## src/rtl/move_link_ctrl.sv

```systemverilog
`default_nettype none
// ============================================================================
// Module   : move_link_ctrl
// Brief    : Serial move-link sequencer between two boards. Sends local moves
//            and retransmits them until the peer ACKs, delivers peer moves
//            and ACKs them, and shares the single tx channel between both.
// Options  : DUP_FILTER_EN - when defined, a repeated peer move (same byte as
//            the last delivered one) is re-ACKed without a peer_valid pulse.
// Revision : 1.0 - initial release
// ============================================================================
module move_link_ctrl #(
   parameter int                 PKT_LEN     = 8,
   parameter logic [PKT_LEN-1:0] ACK_CODE    = 8'hFF,
   parameter int                 TIMEOUT_CYC = 6_500_000,
   parameter int                 MAX_RETRY   = 3
) (
   input  logic               clk_in,
   input  logic               rst_in,
   input  logic               local_valid,
   input  logic [PKT_LEN-1:0] local_move,
   output logic               local_ready,
   input  logic               rx_ready,
   input  logic [PKT_LEN-1:0] rx_data,
   input  logic               tx_busy,
   output logic               tx_trigger,
   output logic [PKT_LEN-1:0] tx_data,
   output logic               peer_valid,
   output logic [PKT_LEN-1:0] peer_move,
   output logic               link_err,
   output logic [2:0]         state
);

   localparam int TW = (TIMEOUT_CYC > 1) ? $clog2(TIMEOUT_CYC) : 1;
   localparam int RW = (MAX_RETRY > 0) ? $clog2(MAX_RETRY + 1) : 1;
   localparam logic [TW-1:0] C_TMR_LAST  = TW'(TIMEOUT_CYC - 1);
   localparam logic [RW-1:0] C_RETRY_MAX = RW'(MAX_RETRY);

   typedef enum logic [2:0] {
      S_IDLE     = 3'd0,
      S_SEND     = 3'd1,
      S_WAIT_ACK = 3'd2,
      S_SEND_ACK = 3'd3,
      S_ERROR    = 3'd4
   } state_t;

   state_t             state_q, state_d;
   logic               tx_trigger_q, tx_trigger_d;
   logic [PKT_LEN-1:0] tx_data_q, tx_data_d;
   logic               peer_valid_q, peer_valid_d;
   logic [PKT_LEN-1:0] peer_move_q, peer_move_d;
   logic               link_err_q, link_err_d;
   logic [RW-1:0]      retry_q, retry_d;
   logic [TW-1:0]      timer_q, timer_d;
   logic               pending_q, pending_d;
   logic [PKT_LEN-1:0] move_q, move_d;

   logic w_rx_ack;
   logic w_rx_move;
   logic w_local_ok;
   logic w_tx_free;
   logic w_dup;

   assign w_rx_ack   = rx_ready && (rx_data == ACK_CODE);
   assign w_rx_move  = rx_ready && (rx_data != ACK_CODE);
   assign w_local_ok = local_valid && local_ready;
   // The trigger just issued has not yet been reflected in tx_busy, so the
   // cycle right after a trigger is never considered free.
   assign w_tx_free  = !tx_busy && !tx_trigger_q;

`ifdef DUP_FILTER_EN
   logic delivered_q;

   // Remembers that peer_move holds a real delivered move (not the reset 0).
   always_ff @(posedge clk_in or posedge rst_in) begin
      if (rst_in)            delivered_q <= 1'b0;
      else if (peer_valid_d) delivered_q <= 1'b1;
   end

   assign w_dup = delivered_q && (rx_data == peer_move_q);
`else
   assign w_dup = 1'b0;
`endif

   assign local_ready = (state_q == S_IDLE) && !pending_q;
   assign tx_trigger  = tx_trigger_q;
   assign tx_data     = tx_data_q;
   assign peer_valid  = peer_valid_q;
   assign peer_move   = peer_move_q;
   assign link_err    = link_err_q;
   assign state       = state_q;

   // State and output registers.
   always_ff @(posedge clk_in or posedge rst_in) begin
      if (rst_in) begin
         state_q      <= S_IDLE;
         tx_trigger_q <= 1'b0;
         tx_data_q    <= '0;
         peer_valid_q <= 1'b0;
         peer_move_q  <= '0;
         link_err_q   <= 1'b0;
         retry_q      <= '0;
         timer_q      <= '0;
         pending_q    <= 1'b0;
         move_q       <= '0;
      end else begin
         state_q      <= state_d;
         tx_trigger_q <= tx_trigger_d;
         tx_data_q    <= tx_data_d;
         peer_valid_q <= peer_valid_d;
         peer_move_q  <= peer_move_d;
         link_err_q   <= link_err_d;
         retry_q      <= retry_d;
         timer_q      <= timer_d;
         pending_q    <= pending_d;
         move_q       <= move_d;
      end
   end

   // Next-state and next-output decode.
   always_comb begin
      state_d      = state_q;
      tx_trigger_d = 1'b0;
      tx_data_d    = tx_data_q;
      peer_valid_d = 1'b0;
      peer_move_d  = peer_move_q;
      link_err_d   = link_err_q;
      retry_d      = retry_q;
      timer_d      = timer_q;
      pending_d    = pending_q;
      move_d       = move_q;

      case (state_q)
         S_IDLE: begin
            if (w_rx_move) begin
               // Incoming move has priority; a simultaneous local move waits.
               if (!w_dup) begin
                  peer_valid_d = 1'b1;
                  peer_move_d  = rx_data;
               end
               if (w_local_ok) begin
                  move_d    = local_move;
                  pending_d = 1'b1;
               end
               state_d = S_SEND_ACK;
            end else if (w_local_ok) begin
               move_d  = local_move;
               state_d = S_SEND;
            end
         end

         S_SEND: begin
            if (w_tx_free) begin
               tx_trigger_d = 1'b1;
               tx_data_d    = move_q;
               timer_d      = '0;
               state_d      = S_WAIT_ACK;
            end
         end

         S_WAIT_ACK: begin
            if (w_rx_ack) begin
               retry_d   = '0;
               pending_d = 1'b0;
               timer_d   = '0;
               state_d   = S_IDLE;
            end else if (timer_q == C_TMR_LAST) begin
               if (retry_q < C_RETRY_MAX) begin
                  retry_d = retry_q + 1'b1;
                  state_d = S_SEND;
               end else begin
                  link_err_d = 1'b1;
                  state_d    = S_ERROR;
               end
            end else begin
               timer_d = timer_q + 1'b1;
            end
         end

         S_SEND_ACK: begin
            if (w_tx_free) begin
               tx_trigger_d = 1'b1;
               tx_data_d    = ACK_CODE;
               state_d      = pending_q ? S_SEND : S_IDLE;
            end
         end

         S_ERROR: begin
            link_err_d = 1'b1;
         end

         default: begin
            state_d = S_IDLE;
         end
      endcase
   end

endmodule
`default_nettype wire

```

## config.mk

```make
export PLATFORM = sky130hd
export DESIGN_NAME = move_link_ctrl
export DESIGN_NICKNAME = d
export VERILOG_FILES = /design/src/rtl/move_link_ctrl.sv
export SDC_FILE = /design/constraint.sdc
export NUM_CORES = 1
export LEC_CHECK = 0
export CORE_MARGIN = 2
export CORE_UTILIZATION = 58
export CTS_CLUSTER_DIAMETER = 120
export DETAILED_ROUTE_END_ITERATION = 6
export PLACE_DENSITY = 0.94
export SYNTH_ARGS = -nofsm -noshare
export SYNTH_HDL_FRONTEND = slang
export SYNTH_SLANG_ARGS = --single-unit
```

## constraint.sdc

```tcl
create_clock -name clk_in -period 3.7 [get_ports clk_in]
set_input_delay 0.74 -clock clk_in [delete_from_list [all_inputs] [get_ports clk_in]]
set_output_delay 0.74 -clock clk_in [all_outputs]
set_load 0.01 [all_outputs]
```

Yosys cells after proc, flatten, opt, wreduce, memory -nomap -nowiden
Index checks and enable logic that the tools add are counted.
Storage, ports and cells
  register bits after elaboration: 56
  bits in latches: 0
  RAM bits: 0
  bits in read-only memories: 0
  input bits: 21
  output and inout port bits: 23
  word-level logic and storage cells: 87
  memories kept: 0
Cells by class
  $add $sub $neg: 2
  $mul: 0
  div/mod/pow operators: 0
  $lt $le $gt $ge: 1
  eq/ne operators: 18
  shift-type cells: 0
  muxes and demuxes: 31
  bitwise operators: 1
  reduce and logical (&&, ||, !) cells: 24
Operators by type and width (number)
  $mux 23: 3
  $pmux 23 s2: 1
  $add 23x1->23 const B: 1
  $eq 23x23->1 const B: 1
  $mux 3: 7
  $mux 8: 2
  $ne 2x2->1 const B: 8
  $pmux 8 s2: 1
  $pmux 3 s5: 1
  $reduce_bool 2->1: 6
  $mux 1: 11
  $ne 3x3->1 const B: 3
  $reduce_and 3->1: 3
  $eq 8x8->1 const B: 1
  $ne 8x8->1 const B: 1
  $reduce_and 4->1: 2
  $eq 3x2->1 const B: 2
  $mux 2: 3
  $logic_and 1x1->1: 5
  $reduce_and 5->1: 1
  $pmux 1 s2: 2
  $reduce_and 2->1: 2
  $eq 3x1->1 const B: 1
  $eq 3x3->1 const B: 1
  6 further kinds: 8

Logic depth before layout (Yosys ltp)
  word-level depth: 6
  gate-level depth with buffers: 8
  mapped depth without buffers: 6

Worst setup path before layout
No wires, ideal clock.
  kind: input-to-reg
  from: input tx_busy
  to: register timer_q[17]
  setup time: 124 ps
  data arrival time: 2137 ps
  data required time: 3576 ps
  path slack: 1438 ps
  cell stages on the path: 4
  buffers on the path: 0
  cells stage by stage: nor4b_2 or2b_2 and2_2 a211o_2
On the way
  word-level cells in the longest chain between the ends: 4
Ends and longest elaborated chain
  start: declaration: RTL line 24  | input logic tx_busy,
  $logic_not 1->1: RTL line 68  | assign w_tx_free = !tx_busy && !tx_trigger_q;
  $logic_and 1x1->1: RTL line 68
  $ne 2x2->1 (no line)
  $reduce_and 3->1 (no line)
  end signal: assignment: RTL line 113  | timer_q <= timer_d;
  end: declaration: RTL line 53  | logic [TW-1:0] timer_q, timer_d;
No other way between the ends.
A chain may end at the register's enable or synchronous reset.

Worst setup path in the final report
  from: register timer_q[8]
  to: register timer_q[16]
On the way
  word-level cells in the longest chain between the ends: 4
  elaborated cells on any way between the ends: 7
  those cells by class: add/sub (1); eq/ne (2); mux (3); reduce/logical (1)
Ends and longest elaborated chain
  $add 23x1->23: RTL line 175  | timer_d = timer_q + 1'b1;
  $mux 23: RTL line 166  | end else if (timer_q == C_TMR_LAST) begin
  $mux 23: RTL line 161  | if (w_rx_ack) begin
  $pmux 23 s2: RTL line 132  | case (state_q)
Parallel ways exist; a longest one is shown, timed or not. The select of a mux whose other input is x is not followed.

==> results.yml <==
timing:
  setup_tns_ns: 0
  rsz0062_at_grt: "no"
  hold_violations: 0
  setup_viol_count_final: 0
  period_share: 0.7414
  whs_ns: 0.5062
  min_period_ns: 2.743
  max_freq_ghz: 0.3645
  skew_ns: 0.009438
  setup_slack_ns: 0.9568
  slew_viol_final: 0
  tightest_slew_ns: 0.9203
  relSlewSlack: 0.3808
floorplan:
  rows: 25
  coreArea_mm2: 0.004755
  die_area_mm2: 0.005564
  die-width_um: 74.59
  fp.dieH_um: 74.59
  start_util: 0.6079
  ios: 44
yosys:
  ys_seq_elements: 56
  synthArstFlopShare: 1.000
  synth-seq-area-share: 0.4848
  synth_top_area_cell: "dfrtp_1"
  yosys-top-cells-area: "dfrtp_1, nand2_1, mux2_2"
  yosysWarnings: 0
  synth_ff_type: "dfrtp_1"
  syn_avg_cell_area_um2: 9.699
  syn-instance-count: 298
  syn-num-nets: 321
  synth_edf_count: 0
  syn_area_mm2: 0.002890
  synth_cell_types: 56
  synth_top_area_share: 0.4848
placed_design:
  pre_cts_ws_ns: 0.7692
  hpwlAfterDp_mm: 4.973
  io_buffers: 43
  gp_congestion: 0.8936
  place_inst: 399
  placed_area_mm2: 0.003322
global_routing:
  grt_pass1_wl_mm: 11.92
  use_met2: 0.4789
  met3_usage: 0.06640
  overflow: 0
  busiest_layer: "met2"
  met1_usage: 0.3439
  grt_pass1_vias: 2619
  grt_max_degree: 24
  antenna_found_initial: 0
  grt_usage: 0.2779
finish:
  postLayoutCellArea_mm2: 0.003437
  instances_no_fill: 407
  mostFrequentLayoutCell: "dfrtp_1"
  num_antenna_cells: 0
  syn2layout_area_growth_pct: 18.92
  mostFrequentLayoutCells: "dfrtp_1, clkdlybuf4s50_1, nand2_1"
  final_net_count: 362
  drive_gt1_frac: 0.1206
worst_setup_path:
  endpoint_kind: "flop"
  r2r_end: "timer_q[16]"
  crit_type: "reg2reg"
  reg2reg_slack_ns: 0.96
  cp_slowest_cell: "or4_1"
  crit_path_cell_trace: "or4b_1, or4_1, o21a_1, and3_1, a211o_1"
  r2r_start: "timer_q[8]"
  arrival_ns: 2.95
  path_max_fanout: 14
  max_stage_delay_ns: 0.59
  required_ns: 3.91
  rr_worst_depth: 5
  cp-start-kind: "flop"
clocking:
  path_clk_slew_ns: 0.11
  numCtsBuffers: 5
  worst_skew_pair.late_latency_ns: 0.32
  cts_max_path_buffers: 2
  cts-root-buf: "clkbuf_8"
  cts_tree: "yes"
  cts_max_level: 2
  cts.repair.resized: 0
  postCtsSetupRepairBufs: 0
  clock-sinks: 56
  ctsHoldBuffers: 0
route:
  wirelength_mm: 7.181
  wl_per_cell_um: 17.64
  vias: 2588
  drt_iter0_markers: 241
  ant_nets: 0
  via_per_inst: 6.359
  dr.pass1.iters: 4
  drc: 0
pwr:
  ir_worst_vdd_mv: 0.4124
  p_leak_uw: 0.001455
  p_per_area_mw_per_mm2: 649.8
hold_path:
  hold-path-endpoint: "peer_move[0]"
  hold_depth: 2
  min_from: "peer_move[0]"
  hold_class: "reg2reg"
run:
  cap_violations: 0
run_status:
  outcome: "finished, final reports clean"
==> worst max-delay path: cells and delay by family (launching register included) <==
| family | cells | cell delay (ns) |
|---|---|---|
| simple gates | 3 | 1.42 |
| flops | 1 | 0.50 |
| compound gates | 2 | 0.71 |
==> Yosys cell counts, types with 5 or more instances <==
master and instances:
nor3_1 7, nor2_1 26, nand3_1 13, nor4_1 5, a31oi_1 13, nand2_1 39
a41oi_1 5, o31ai_1 7, inv_1 5, a21oi_1 19, mux2_2 9, dfrtp_1 56
o21ai_0 9, nand4_1 12
==> registers in the layout, indices dropped and copies added, names as in the netlist, 2 cells and up <==
name,count
timer_q,23
move_q,8
peer_move,8
tx_data,8
state,3
retry_q,2
==> power by group <==
part	internal (µW)	switching (µW)	leakage (µW)
clock	204	216	0.0000548
sequential	771	131	0.000712
combinational	404	507	0.000689
==> final cells by class <==
class | count | area [µm²]
clock buffer | 5 | 68.82
clock inverter | 3 | 46.29
fill | 335 | 1318
inverter | 6 | 22.52
multi-input combinational | 220 | 1331
sequential | 56 | 1401
tap | 67 | 83.83
timing repair buffer | 50 | 483.0
==> metrics by stage <==
step                      power (µW)  utilization
after global routing            2362       0.7229
after floorplan                 1447            -
final                           2233       0.7229
after detailed placement        1798       0.6987
after CTS                       2224       0.7229
after global placement          1744       0.6987
==> layer usage <==
layer | wire, µm | vias up | share of wire
met4 | 139 | 0 | 0.019
li1 | - | 1186 | -
met5 | 0 | - | 0
met2 | 3703 | 117 | 0.52
met1 | 2879 | 1265 | 0.40
met3 | 459 | 20 | 0.064
==> kinds of logic after synthesis <==
group	Yosys count	share of synthesized area
flip-flops	56	0.4848
AND/OR/NAND/NOR	135	0.2420
AO/OA/AOI/OAI	74	0.1749
multiplexers	9	0.03507
buffers and inverters	22	0.05454
adder cells (fa/ha/maj)	2	0.008657
==> worst max path at each step <==
stage / slack, ns / from / cells after the start / to
6_report: 0.96 / timer_q[8] / 5 / timer_q[16]
5_1_grt: 0.89 / timer_q[8] / 5 / timer_q[16]
4_1_cts: 0.99 / timer_q[8] / 5 / timer_q[16]
3_5_place_dp: 0.77 / rx_data[6] / 6 / timer_q[17]
3_3_place_gp: 0.87 / rx_data[6] / 6 / timer_q[17]
2_1_floorplan: 1.44 / tx_busy / 4 / timer_q[17]
No activity file was read; power rests on OpenSTA's default activity.
